--- config.mk ---
export PLATFORM = sky130hd
export DESIGN_NAME = display_scan_ctrl
export DESIGN_NICKNAME = d
export VERILOG_FILES = /design/src/rtl/display_scan_ctrl.sv
export SDC_FILE = /design/constraint.sdc
export NUM_CORES = 1
export LEC_CHECK = 0
export CAP_MARGIN = 20
export CORE_MARGIN = 3
export CORE_UTILIZATION = 60
export DETAILED_ROUTE_END_ITERATION = 7
export HOLD_SLACK_MARGIN = 0.1
export PLACE_DENSITY = 0.92
export REMOVE_ABC_BUFFERS = 1
export SLEW_MARGIN = 0
export SYNTH_ARGS = -nofsm -noshare
export SYNTH_HDL_FRONTEND = slang
export SYNTH_SLANG_ARGS = --single-unit
export TNS_END_PERCENT = 100
--- constraint.sdc ---
create_clock -name clk -period 7.3 [get_ports clk]
set_clock_uncertainty 0.2 [all_clocks]
set_input_delay 1.825 -clock clk [delete_from_list [all_inputs] [get_ports clk]]
set_output_delay 1.825 -clock clk [all_outputs]
set_load 0.05 [all_outputs]
--- src/rtl/display_scan_ctrl.sv ---
// display_scan_ctrl
// Time-multiplexed scan controller for the 4-digit HH:MM seven-segment display.
// A coherent BCD snapshot is captured on load and shown one digit per slot.
// Each slot begins with a short dead time where all anodes are off, which
// keeps the previous digit from ghosting onto the next one. A slot can be
// blanked for three reasons: an invalid BCD code, the blink-off phase of a
// digit being set, or a leading zero on the hour tens digit. The colon is
// lit on slot 2 during the blink-on phase.

module display_scan_ctrl #(
    parameter int SCAN_DIV  = 50000,
    parameter int GUARD     = 16,
    parameter int BLINK_DIV = 125
) (
    input  logic        clk,
    input  logic        reset,
    input  logic [15:0] digits_in,
    input  logic        load,
    input  logic [3:0]  blink_mask,
    input  logic        blank_lead,
    output logic [3:0]  digit_out,
    output logic [3:0]  anodos,
    output logic        dp_n
);

    localparam int PW = ($clog2(SCAN_DIV) > 0) ? $clog2(SCAN_DIV) : 1;
    localparam int BW = ($clog2(BLINK_DIV) > 0) ? $clog2(BLINK_DIV) : 1;
    localparam logic [PW-1:0] PRESC_MAX = PW'(SCAN_DIV - 1);
    localparam logic [BW-1:0] BLINK_MAX = BW'(BLINK_DIV - 1);

    typedef enum logic [1:0] {
        SLOT0 = 2'd0,
        SLOT1 = 2'd1,
        SLOT2 = 2'd2,
        SLOT3 = 2'd3
    } slot_t;

    slot_t          slot;
    slot_t          slot_nx;
    logic [PW-1:0]  presc;
    logic [PW-1:0]  presc_nx;
    logic [BW-1:0]  blink_cnt;
    logic [BW-1:0]  blink_cnt_nx;
    logic           phase;
    logic           phase_nx;
    logic           blanked;
    logic           blank_nx;
    logic [15:0]    snapshot;
    logic           tick;
    logic [1:0]     idx_nx;
    logic [3:0]     nibble;
    logic [3:0]     digit_nx;
    logic [3:0]     anodos_nx;
    logic           dp_nx;
    logic           in_guard_nx;
    int             presc_nx_i;

    // Next-state view of the scan: where the prescaler, slot and blink phase
    // will be after this edge, and what the outputs must look like there.
    // Digit and blank decisions are taken only when entering a new slot so
    // they stay constant for the whole slot; the snapshot used is the one
    // held before the edge, so a load on a boundary shows up one slot later.
    always_comb begin
        tick         = (presc == PRESC_MAX);
        presc_nx     = tick ? '0 : presc + PW'(1);
        presc_nx_i   = int'(presc_nx);
        in_guard_nx  = (presc_nx_i < GUARD);

        slot_nx = slot;
        if (tick) begin
            case (slot)
                SLOT0:   slot_nx = SLOT1;
                SLOT1:   slot_nx = SLOT2;
                SLOT2:   slot_nx = SLOT3;
                default: slot_nx = SLOT0;
            endcase
        end
        idx_nx = slot_nx;

        blink_cnt_nx = blink_cnt;
        phase_nx     = phase;
        if (tick) begin
            if (blink_cnt == BLINK_MAX) begin
                blink_cnt_nx = '0;
                phase_nx     = ~phase;
            end else begin
                blink_cnt_nx = blink_cnt + BW'(1);
            end
        end

        case (slot_nx)
            SLOT0:   nibble = snapshot[3:0];
            SLOT1:   nibble = snapshot[7:4];
            SLOT2:   nibble = snapshot[11:8];
            default: nibble = snapshot[15:12];
        endcase

        blank_nx = blanked;
        digit_nx = digit_out;
        if (tick) begin
            blank_nx = (nibble > 4'd9)
                    || (blink_mask[idx_nx] && !phase_nx)
                    || ((slot_nx == SLOT3) && blank_lead && (nibble == 4'd0));
            digit_nx = blank_nx ? 4'd0 : nibble;
        end

        anodos_nx = (in_guard_nx || blank_nx) ? 4'b1111 : ~(4'b0001 << idx_nx);
        dp_nx     = !((slot_nx == SLOT2) && !in_guard_nx && phase_nx);
    end

    // Scan state, snapshot and all display outputs, registered together.
    always_ff @(posedge clk or posedge reset) begin
        if (reset) begin
            slot      <= SLOT0;
            presc     <= '0;
            blink_cnt <= '0;
            phase     <= 1'b1;
            blanked   <= 1'b0;
            snapshot  <= 16'h0000;
            digit_out <= 4'd0;
            anodos    <= 4'b1111;
            dp_n      <= 1'b1;
        end else begin
            slot      <= slot_nx;
            presc     <= presc_nx;
            blink_cnt <= blink_cnt_nx;
            phase     <= phase_nx;
            blanked   <= blank_nx;
            if (load) begin
                snapshot <= digits_in;
            end
            digit_out <= digit_nx;
            anodos    <= anodos_nx;
            dp_n      <= dp_nx;
        end
    end

endmodule

==> results by group <==
Outcome
  – Status: finished, final reports clean

Drt
  – Vias per cell: ~6.2
  – DRT iter0 DRCs: 150
  – DRT Pass-1 Iters: 4
  – Number of remaining DRC errors: 0
  – Antenna Nets Post-Route: 0
  – Routed WL: 5.81 mm
  – Via Count: between 2000 and 2500
  – Drt wl/cell: 17.4 um

Pwr
  – Static Leakage: 0.00132 uW
  – Peak VDD IR: around 0.00016 V
  – Power density over the cells: between 150 and 200 nW/um^2

Clocking
  – Sink Count: between 50 and 60
  – Root buffer cell: clkbuf_8
  – Worst-case clock buffer depth: 2
  – Hold Buf Count CTS: 0
  – Clock Latency Late Sink: 310 ps
  – Clk pin slew, worst setup/hold paths: roughly 90 ps
  – Post-cts repair resize count: 0
  – H-tree levels: 2
  – TritonCTS clock tree: done
  – CTS Buf Count: 5
  – Post-CTS Setup Inserts: 0

Synth
  – Post-synth top flop: dfrtp_1
  – Part of the Yosys area used for sequential elements: 48.2%
  – Unique masters post-synth: 50
  – Synth top area cells: dfrtp_1 (42%), mux2_2 (8.3%), dfstp_2 (5.8%)
  – Syn_area_per_cell: 10.6 sq um
  – Cells after Synth: 255
  – Flops & latches, synth: 52
  – Most frequent cell after synthesis: dfrtp_1
  – Commonest cells post-synth: dfrtp_1 (46), nand2_1 (22), mux2_2 (20)
  – Number of flops mapped to enable cells by yosys: 0
  – Post-synth top area share: 42.4%
  – Netlist Area Pre-Place: 2710 sq um
  – YS warnings: 0
  – FFs w/ async S/R, synth: between 90% and 100%
  – Largest area contributor in the netlist: dfrtp_1

Critical path
  – Critical Path AT: 1650 ps
  – Max stage delay on crit path: 810 ps
  – Worst R2R Start: presc[0]
  – Critical path buffers and inverters: 1
  – Setup slack, reg-to-reg: 4340 ps
  – Crit path cell chain: clkdlybuf4s50_1
  – Crit path required time: ~5300 ps
  – Critical path peak fanout: 1
  – R2R cell count: 7
  – Delay-heaviest family, CP: buffers and inverters
  – Slowest CP cell: clkdlybuf4s50_1
  – Critical path startpoint category: register
  – Worst setup EP type: output port
  – Reg-to-reg endpoint: digit_out[3]
  – Crit Path Class: register to output port

Final layout
  – Share of cells above drive strength 1: 15.5%
  – Nets: 312
  – Ant diodes: 0
  – Final cell count without fillers: between 300 and 400
  – Area added between synthesis and finish: 17.0%

Floorplan
  – Die H: 73.3 um
  – Core Area: 4170 sq um
  – Initial Util: around two thirds
  – I/O Pins: 33
  – Std-Cell Rows: 23
  – Die Span X: 73.3 um
  – Die area: 5370 sq um

Timing
  – Final setup violation count: 0
  – TNS Setup: 0 ps
  – RSZ-0062 raised after global routing: no
  – Crit path time final: 3680 ps
  – Fin crit share: 50.4%
  – Setup ws final: between 3000 and 4000 ps
  – Final Max Tran Viols: 0
  – Count of final hold-check violations: 0
  – Tightest Pin Transition: around 810 ps
  – Achievable Freq: 272 MHz
  – Max_slew headroom: 45.7%

Placed design
  – Port-buffer cells: 32
  – RD Place Congestion: 0.864
  – Dpl hpwl: roughly 4.1 mm
  – DP Cell Count: 325
  – Pre-CTS WS: approximately 3800 ps

Global routing
  – Vias in the first global route: 2060
  – Initial antenna violation count: 0
  – Total gr overflow: 0
  – First-pass GRT wire length: between 9 and 10 mm
  – Total track usage: 24.1%
  – Largest net degree at the start of global routing: 53

Flow run
  – Max cap viols: 0

Worst hold path
  – Min-delay worst type: register to register
  – Worst Hold Depth: 1
  – Hold Crit Endpoint: blink_cnt[6]
  – Hold Startpoint: blink_cnt[6]
-- cell families after synthesis --
logic type      share of synthesized area (%)
fa+ha+maj                                2.31
xor+xnor                                 5.16
mux                                      12.9
simple gates                             17.6
flops                                    48.2
buf+inv                                  3.60
compound gates                           10.2
-- worst max-delay path by stage --
stage                  start            to  cells after the start
3_3_place_gp   blink_mask[3]  digit_out[3]                      6
5_1_grt            anodos[1]     anodos[1]                      1
3_5_place_dp   blink_mask[3]  digit_out[3]                      6
6_report           anodos[1]     anodos[1]                      1
2_1_floorplan          reset       blanked                      1
4_1_cts            anodos[1]     anodos[1]                      1
-- sequential cells by signal (all words and copies together), names as in the netlist --
| signal | count |
|---|---|
| presc | 16 |
| snapshot | 16 |
| blink_cnt | 7 |
| anodos | 4 |
| digit_out | 4 |
| slot | 2 |
| blanked | 1 |
| dp_n | 1 |
| phase | 1 |
-- per-layer routing --
layer  global-route usage, %  share of wire (%)
met5                       0                  0
met4                    7.99                1.6
met3                    4.51                4.4
met2                    40.7                 50
met1                    31.1                 44
-- worst register-to-register path, cell delays in order (launching register included) --
cell	delay (ps)
dfrtp_1	470
ha_1	260
and3_1	260
and4_4	420
mux2i_4	560
mux2i_1	300
o22ai_1	110
mux2_2	270
-- placed cells by master (no fill, tap or decap), types with 2 or more instances in the layout --
master           Yosys  routed
nand3_1             13      13
o22ai_1              3       3
ha_1                 5       5
mux2i_1              8       8
and4bb_2             2       2
nand2_1             22      22
nand4_1              8       8
a21oi_1              4       4
inv_1                8       7
mux2_2              20      20
or3_1                4       4
nor4_1               5       5
dfrtp_1             46      46
o21a_1               2       2
nor3_1               6       6
a31oi_1              4       4
clkdlybuf4s50_1      0      32
clkbuf_8             0       7
nor2_1              18      18
and2_1               2       2
xor2_1               4       4
o21ai_0             14      14
dfstp_2              6       6
o31ai_1              5       5
xnor2_1             12      12
-- stage by stage --
step	power (uW)	cell area, sq um	hold WS [ps]	utilization, %
2_1_floorplan	332	2650	257	-
3_3_place_gp	351	3030	264	72.6
3_5_place_dp	354	3030	274	72.6
4_1_cts	567	3160	306	75.6
5_1_grt	583	3180	335	76.1
6_report	568	3180	309	76.1
-- power breakdown --
group	internal [uW]	total (uW)	switching, uW	leakage (uW)
combinational	26.6	44.5	17.9	0.000620
sequential	297	306	8.89	0.000634
clock	121	218	96.7	0.0000645
-- layout make-up --
| cell class | instances | area [sq um] |
|---|---|---|
| clock buffer | 7 | 96.3 |
| inverter | 8 | 30.0 |
| timing repair buffer | 33 | 340 |
| sequential | 52 | 1310 |
| fill | 249 | 997 |
| multi-input combinational | 183 | 1310 |
| clock inverter | 1 | 30.0 |
| tap | 50 | 62.6 |
Power figures use the tool's default switching activity.
